==> src/rtl/mux_pkg.sv <==
// Shared types for the N-channel registered mux: output-stage state, mode encodings,
// and modular channel-index increment used by the round-robin pointer.
package mux_pkg;

  typedef enum logic {
    ST_EMPTY = 1'b0,
    ST_FULL  = 1'b1
  } state_e;

  localparam logic MODE_MANUAL = 1'b0;
  localparam logic MODE_RR     = 1'b1;

  // Next channel index after ch, wrapping n_ch-1 back to 0.
  function automatic int ch_inc(input int ch, input int n_ch);
    return (ch >= n_ch - 1) ? 0 : ch + 1;
  endfunction

endpackage

==> src/rtl/rr_arbiter.sv <==
// Combinational round-robin arbiter: lowest requester at or above ptr_i wins, else
// lowest requester below ptr_i. Zero latency; no state, the caller owns the pointer.
module rr_arbiter #(
  parameter int N_CH  = 4,
  parameter int SEL_W = $clog2(N_CH)
) (
  input  logic [N_CH-1:0]  req_i,
  input  logic [SEL_W-1:0] ptr_i,
  output logic [N_CH-1:0]  gnt_oh_o,
  output logic [SEL_W-1:0] gnt_idx_o,
  output logic             gnt_vld_o
);

  int ptr_int;

  assign ptr_int = int'(ptr_i);

  // Two ascending passes: first the upper segment [ptr, N_CH), then the wrapped
  // lower segment [0, ptr). The first hit across both passes is the grant.
  always_comb begin
    gnt_oh_o  = '0;
    gnt_idx_o = '0;
    gnt_vld_o = 1'b0;
    for (int k = 0; k < N_CH; k++) begin
      if (!gnt_vld_o && req_i[k] && (k >= ptr_int)) begin
        gnt_vld_o   = 1'b1;
        gnt_oh_o[k] = 1'b1;
        gnt_idx_o   = SEL_W'(k);
      end
    end
    for (int k = 0; k < N_CH; k++) begin
      if (!gnt_vld_o && req_i[k] && (k < ptr_int)) begin
        gnt_vld_o   = 1'b1;
        gnt_oh_o[k] = 1'b1;
        gnt_idx_o   = SEL_W'(k);
      end
    end
  end

endmodule

==> src/rtl/mux_nch_rr.sv <==
// N-channel valid/ready mux into one output register (1-cycle latency, 1 word/cycle); a held word
// stalls all inputs until out_ready. Round-robin mode compiled in only with MUX_RR_EN, else manual only.
module mux_nch_rr
  import mux_pkg::*;
#(
  parameter int N_CH  = 4,
  parameter int W     = 1,
  parameter int SEL_W = $clog2(N_CH)
) (
  input  logic              clk,
  input  logic              rst,
  input  logic [N_CH*W-1:0] in_data,
  input  logic [N_CH-1:0]   in_valid,
  output logic [N_CH-1:0]   in_ready,
  input  logic              mode,
  input  logic [SEL_W-1:0]  sel,
  output logic [W-1:0]      out_data,
  output logic [SEL_W-1:0]  out_ch,
  output logic              out_valid,
  input  logic              out_ready
);

  state_e           state_q;
  logic [W-1:0]     data_q;
  logic [SEL_W-1:0] ch_q;

  logic [N_CH-1:0]  man_oh;
  logic [SEL_W-1:0] man_idx;
  logic             man_vld;

  logic [N_CH-1:0]  gnt_oh;
  logic [SEL_W-1:0] gnt_idx;
  logic             gnt_vld;
  logic [W-1:0]     gnt_dat;

  logic             can_load;
  logic             xfer;

  // Matching sel against each legal index keeps out-of-range selects grant-free.
  always_comb begin
    man_oh  = '0;
    man_idx = '0;
    man_vld = 1'b0;
    for (int k = 0; k < N_CH; k++) begin
      if ((sel == SEL_W'(k)) && in_valid[k]) begin
        man_oh[k] = 1'b1;
        man_idx   = SEL_W'(k);
        man_vld   = 1'b1;
      end
    end
  end

`ifdef MUX_RR_EN
  logic [SEL_W-1:0] ptr_q;
  logic [SEL_W-1:0] ptr_d;
  logic [N_CH-1:0]  rr_oh;
  logic [SEL_W-1:0] rr_idx;
  logic             rr_vld;

  rr_arbiter #(
    .N_CH  (N_CH),
    .SEL_W (SEL_W)
  ) u_rr_arbiter (
    .req_i     (in_valid),
    .ptr_i     (ptr_q),
    .gnt_oh_o  (rr_oh),
    .gnt_idx_o (rr_idx),
    .gnt_vld_o (rr_vld)
  );

  always_comb begin
    if (mode == MODE_RR) begin
      gnt_oh  = rr_oh;
      gnt_idx = rr_idx;
      gnt_vld = rr_vld;
    end else begin
      gnt_oh  = man_oh;
      gnt_idx = man_idx;
      gnt_vld = man_vld;
    end
  end

  // Pointer moves past the winner only on round-robin transfers.
  always_comb begin
    ptr_d = ptr_q;
    if (xfer && (mode == MODE_RR)) begin
      ptr_d = SEL_W'(ch_inc(int'(gnt_idx), N_CH));
    end
  end

  always_ff @(posedge clk) begin
    if (rst) begin
      ptr_q <= '0;
    end else begin
      ptr_q <= ptr_d;
    end
  end
`else
  logic mode_unused;

  assign mode_unused = mode;
  assign gnt_oh      = man_oh;
  assign gnt_idx     = man_idx;
  assign gnt_vld     = man_vld;
`endif

  always_comb begin
    gnt_dat = '0;
    for (int k = 0; k < N_CH; k++) begin
      if (gnt_oh[k]) begin
        gnt_dat = in_data[k*W +: W];
      end
    end
  end

  assign can_load = (state_q == ST_EMPTY) || out_ready;
  assign xfer     = !rst && can_load && gnt_vld;
  assign in_ready = (!rst && can_load) ? gnt_oh : '0;

  // A drained register keeps its stale data/ch; only out_valid drops.
  always_ff @(posedge clk) begin
    if (rst) begin
      state_q <= ST_EMPTY;
      data_q  <= '0;
      ch_q    <= '0;
    end else if (xfer) begin
      state_q <= ST_FULL;
      data_q  <= gnt_dat;
      ch_q    <= gnt_idx;
    end else if ((state_q == ST_FULL) && out_ready) begin
      state_q <= ST_EMPTY;
    end
  end

  assign out_valid = (state_q == ST_FULL);
  assign out_data  = data_q;
  assign out_ch    = ch_q;

endmodule
==> config.mk <==
export PLATFORM = sky130hd
export DESIGN_NAME = mux_nch_rr
export DESIGN_NICKNAME = d
export VERILOG_FILES = /design/src/rtl/mux_pkg.sv /design/src/rtl/rr_arbiter.sv /design/src/rtl/mux_nch_rr.sv
export SDC_FILE = /design/constraint.sdc
export NUM_CORES = 1
export LEC_CHECK = 0
export ABC_AREA = 1
export CAP_MARGIN = 20
export CORE_AREA = 2 2 39 41
export DETAILED_ROUTE_END_ITERATION = 7
export DIE_AREA = 0 0 41 43
export GPL_TIMING_DRIVEN = 0
export SLEW_MARGIN = 5
export SYNTH_ARGS = -nofsm -noshare
export SYNTH_HDL_FRONTEND = slang
export SYNTH_HIERARCHICAL = 1
export SYNTH_SLANG_ARGS = --single-unit
export TNS_END_PERCENT = 1
==> constraint.sdc <==
create_clock -name clk -period 1.2 [get_ports clk]
set_clock_uncertainty 0.1 [all_clocks]
set_input_delay 0.3 -clock clk [delete_from_list [all_inputs] [get_ports clk]]
set_output_delay 0.3 -clock clk [all_outputs]
set_load 0.01 [all_outputs]
==> flow_summary.json, run 1 <==
{
  "hp-start": "rst",
  "slew_violations": 0,
  "syn_area_um2": 254,
  "dp_worst_setup_slack_ps": -998,
  "r2r_start": "out_valid$_SDFFE_PP0P_",
  "ant_nets": 0,
  "drive_gt1_share_pct": 57.3,
  "place_congestion": 0.707,
  "grt_overflow_total": 0,
  "ys_types": 12,
  "clockBufferDepth": 2,
  "worstPathRequired_ps": 800,
  "placementRows": 14,
  "yosysSeqAreaShare_pct": 31.5,
  "nNetsFinal": 91,
  "initial_core_util_pct": 18.4,
  "ys_ff_latch": 4,
  "cts_tree": "done",
  "area_delta_synth_final_pct": 145,
  "fillers": 159,
  "n_antenna_cell": 0,
  "fin_crit_ps": 1330,
  "critPathCaptureType": "primary output",
  "viasPerCell": 4.30,
  "clkLatencyLatePin_ps": 230,
  "synthCells": 40,
  "place_hpwl_um": 575,
  "ctsHoldBuffers": 0,
  "hold_end": "out_data$_SDFFE_PP0P_",
  "track_usage_pct": 12.2,
  "max_slew_margin_pct": 90.2,
  "tightestPinTransition_ps": 148,
  "rsz0062_at_grt": "yes",
  "ioPinCount": 22,
  "dieArea_um2": 1760,
  "die_h_um": 43,
  "synth_area_per_cell_um2": 6.35,
  "routed_wl_um": 910,
  "cp_data_arrival_time_ps": 930,
  "initialDrtViolationCount": 3,
  "cts-root-buf": "clkbuf_4",
  "synth_warnings": 6,
  "wl_per_cell_um": 10.0,
  "path_max_fanout": 6,
  "cts.sinks": 4,
  "clk_pin_slew_ps": 40,
  "antenna_found_initial": 0,
  "dr_total_vias": 391,
  "layout_setup_ws_ps": -133,
  "dpl_cell_area_um2": 474,
  "holdCritPathClass": "primary input to register",
  "powerDensity_nw_per_um2": 753,
  "setup_violations": 6,
  "numCtsBuffers": 3,
  "start_kind": "register",
  "io_buffers": 20,
  "timing.final.crit_share_pct": 111,
  "leakage_uw": 0.000295,
  "grt_pass1_wl_um": 1460,
  "dr.pass1.iters": 2,
  "die_w_um": 41,
  "rr_worst_depth": 7,
  "stdcell_area_um2": 622,
  "violations": "setup timing",
  "r2r-end": "out_ch[1]$_SDFFE_PP0P_",
  "status": "finished, violations left",
  "ir_drop_uv": 527,
  "syn_nets": 54,
  "first_global_vias": 382,
  "r2r_slack_ps": 10,
  "h-tree-depth": 1,
  "final_hold_viol_count": 0,
  "drv_cap": 0,
  "drc": 0,
  "max_freq_mhz": 750,
  "grt_start_max_net_pins": 7,
  "core_area_um2": 1380,
  "min_path_cells": 2,
  "path_class": "register to primary output"
}
cell usage after synthesis:
master | count | share of area [%]
a21oi_1 | 2 | 3.9
a21oi_2 | 1 | 3.4
dfxtp_1 | 4 | 32
inv_1 | 5 | 7.4
nand2_1 | 7 | 10
nand2_2 | 2 | 4.9
nand3_1 | 4 | 7.9
nand4_1 | 4 | 9.9
nor2_1 | 7 | 10
nor2_2 | 2 | 4.9
o21ai_1 | 1 | 2.0
o21ai_2 | 1 | 3.4
flip-flops by register name, summed over array words and instances (netlist names):
register / count
out_ch: 2
out_data: 1
out_valid: 1
layer usage:
layer  vias to the layer above  GRT usage, %  share of wire [%]  wire (µm)
met5                         -             0                  0          0
met4                         0          6.00                  0          0
met3                         0          2.62                7.1         65
met2                        11          20.6                 54        493
met1                       177          13.2                 39        351
li1                        203             -                  -          -
cells by family (layout without fill, tap and decap cells):
group / after synthesis / after routing / share of synthesized area, %
and+or+nand+nor: 26 / 26 / 48.3
AOI/OAI and AO/OA: 5 / 5 / 12.8
buffers and inverters: 5 / 40 / 7.39
DFF: 4 / 4 / 31.5
worst max-delay path by stage:
| stage | startpoint | endpoint | slack, ps |
|---|---|---|---|
| 2_1_floorplan | out_valid$_SDFFE_PP0P_ | in_ready[3] | 30 |
| 3_3_place_gp | sel[0] | in_ready[3] | -1000 |
| 3_5_place_dp | sel[0] | in_ready[3] | -1000 |
| 4_1_cts | out_valid$_SDFFE_PP0P_ | in_ready[3] | -170 |
| 5_1_grt | out_valid$_SDFFE_PP0P_ | in_ready[1] | -180 |
| 6_report | out_valid$_SDFFE_PP0P_ | in_ready[0] | -130 |
cell usage in the layout, fill, tap and decap left out:
cell,n
clkbuf_2,1
buf_4,13
nor2_1,3
clkbuf_4,3
a21oi_1,2
inv_2,2
o21ai_2,1
nor2_2,2
dfxtp_2,1
clkdlybuf4s50_1,4
o21ai_1,1
nand2_1,5
nand2_2,2
a21oi_2,1
nand2_8,1
nand3_1,1
clkdlybuf4s15_1,1
nor2_4,4
inv_1,3
buf_2,5
buf_6,3
dfxtp_1,3
nand4_1,4
dlygate4sd2_1,5
nand3_2,3
nand2_4,1
area by class of cell:
cell class,instances,area (µm²),share of cell area (%)
sequential,4,81.3,13.1
clock buffer,3,22.5,3.62
timing repair buffer,32,255,41.0
multi-input combinational,31,224,36.0
inverter,5,18.8,3.02
tap,16,20.0,3.22
what timing repair did:
action	4_1_cts	5_1_grt
setup buffers	8	4
pin swaps	9	5
resized for setup	61	8
setup endpoints to repair	12	11
critical path, stage by stage (launching register included):
cell,delay (ps)
dfxtp_2,320
nand2_4,90
nand2_8,80
nor2_1,80
buf_2,130
metrics by stage:
step           total power (µW)  std cells  TNS (ps)  util, %  hold slack, ps
2_1_floorplan               198         40         0        -             262
3_3_place_gp                275         76     -5660     34.3             357
3_5_place_dp                276         76     -5710     34.3             351
4_1_cts                     466         87      -697     43.0             269
5_1_grt                     494         91      -905     44.9             201
6_report                    468         91      -562     44.9             184
power by group:
part | switching (µW) | internal, µW
logic | 77.1 | 81.3
clock network | 49.0 | 111
registers | 5.78 | 144
total | 132 | 337
No activity file was read; power rests on OpenSTA's default activity.
==> run 2: changes to the inputs <==
- CTS_CLUSTER_SIZE: default -> 25
- clock period: 1.2 -> 1.7 ns (I/O delays scaled with it)
==> flow_summary.json, run 2 (synthesis results as in run 1) <==
{
  "grt_pass1_wl_um": 1370,
  "initial_core_util_pct": 18.4,
  "dieArea_um2": 1760,
  "clockBufferDepth": 2,
  "grt_start_max_net_pins": 7,
  "rsz0062_at_grt": "no",
  "r2r_slack_ps": 570,
  "fin_crit_ps": 1650,
  "cts_tree": "done",
  "cp_data_arrival_time_ps": 1130,
  "r2r_start": "out_valid$_SDFFE_PP0P_",
  "drive_gt1_share_pct": 43.3,
  "r2r-end": "out_ch[1]$_SDFFE_PP0P_",
  "clk_pin_slew_ps": 30,
  "ant_nets": 0,
  "core_area_um2": 1380,
  "tightestPinTransition_ps": 143,
  "total_power_uw": 316,
  "path_max_fanout": 6,
  "h-tree-depth": 1,
  "ioPinCount": 22,
  "setup_violations": 0,
  "place_hpwl_um": 575,
  "mostFrequentLayoutCell": "clkdlybuf4s50_1",
  "holdCritPathClass": "primary input to register",
  "grt_overflow_total": 0,
  "numCtsBuffers": 3,
  "ir_drop_uv": 359,
  "n_antenna_cell": 0,
  "layout_setup_ws_ps": 48.5,
  "leakage_uw": 0.000243,
  "route.top_layer_used": "met3",
  "fillers": 168,
  "place_inst": 76,
  "met2_length_um": 440,
  "track_usage_pct": 11.5,
  "viasPerCell": 4.37,
  "placementRows": 14,
  "hp-start": "rst",
  "stdcell_count": 83,
  "rr_worst_depth": 6,
  "drc": 0,
  "cts-root-buf": "clkbuf_4",
  "worstPathRequired_ps": 1170,
  "area_delta_synth_final_pct": 117,
  "ctsHoldBuffers": 0,
  "cts.sinks": 4,
  "final_cell_mix": "clkdlybuf4s50_1 (8), nand2_1 (5), dlygate4sd2_1 (5)",
  "start_kind": "primary input",
  "antenna_found_initial": 0,
  "first_global_vias": 352,
  "min_path_cells": 2,
  "initialDrtViolationCount": 1,
  "status": "finished, final reports clean",
  "largest_register_ffs": 2,
  "powerDensity_nw_per_um2": 573,
  "clkLatencyLatePin_ps": 230,
  "path_class": "primary input to primary output",
  "routed-wl-met3_um": 72,
  "met1_length_um": 317,
  "slew_violations": 0,
  "dr_total_vias": 363,
  "place_congestion": 0.707,
  "post-route-util_pct": 39.9,
  "nNetsFinal": 83,
  "dr.pass1.iters": 4,
  "wl_per_cell_um": 10.0,
  "io_buffers": 20,
  "dp_worst_setup_slack_ps": -748,
  "max_freq_mhz": 606,
  "routed_wl_um": 830,
  "timing.final.crit_share_pct": 97.1,
  "die_w_um": 41,
  "final_hold_viol_count": 0,
  "max_slew_margin_pct": 90.5,
  "die_h_um": 43,
  "hold_end": "out_data$_SDFFE_PP0P_",
  "drv_cap": 0,
  "critPathCaptureType": "primary output"
}
==> run 2: layout make-up <==
| type | count | area, µm² | share of cell area, % |
|---|---|---|---|
| tap | 16 | 20.0 | 3.63 |
| timing repair buffer | 24 | 208 | 37.6 |
| clock buffer | 3 | 22.5 | 4.08 |
| sequential | 4 | 80.1 | 14.5 |
| inverter | 5 | 18.8 | 3.40 |
| multi-input combinational | 31 | 203 | 36.7 |
==> run 2: worst max path at each step <==
stage / start / endpoint
after CTS: sel[1] / in_ready[0]
after floorplan: out_ready / in_ready[3]
after global routing: out_ready / in_ready[0]
final: out_ready / in_ready[0]
after detailed placement: sel[0] / in_ready[3]
after global placement: sel[0] / in_ready[3]
==> run 2: power breakdown <==
| part | internal [µW] | switching [µW] |
|---|---|---|
| combinational | 50.1 | 48.6 |
| clock | 78.7 | 34.4 |
| sequential | 101 | 3.30 |
| total | 230 | 86.3 |
==> run 2: worst max-delay path: stages <==
cell	delay, ps
dlygate4sd2_1	230
inv_1	60
nand2_2	70
nand2_4	150
nor2_1	60
buf_2	130
==> run 2: per-stage QoR <==
stage | hold WS (ps) | instance area (µm²) | TNS, ps
global route | 329 | 552 | 0
CTS | 374 | 559 | -25.9
floorplan | 377 | 254 | 0
detailed placement | 351 | 474 | -3060
global placement | 357 | 474 | -2990
finish | 312 | 552 | 0
==> run 2: per-layer routing <==
layer	global-route usage, %	up-vias
li1	-	188
met2	18.4	13
met1	13.2	162
met4	6.00	0
met3	2.62	0
met5	0	-
==> run 2: what timing repair did <==
item	4_1_cts	5_1_grt
setup buffers	4	0
pin swaps	6	2
resized for setup	40	5
endpoints found under the setup margin	4	4
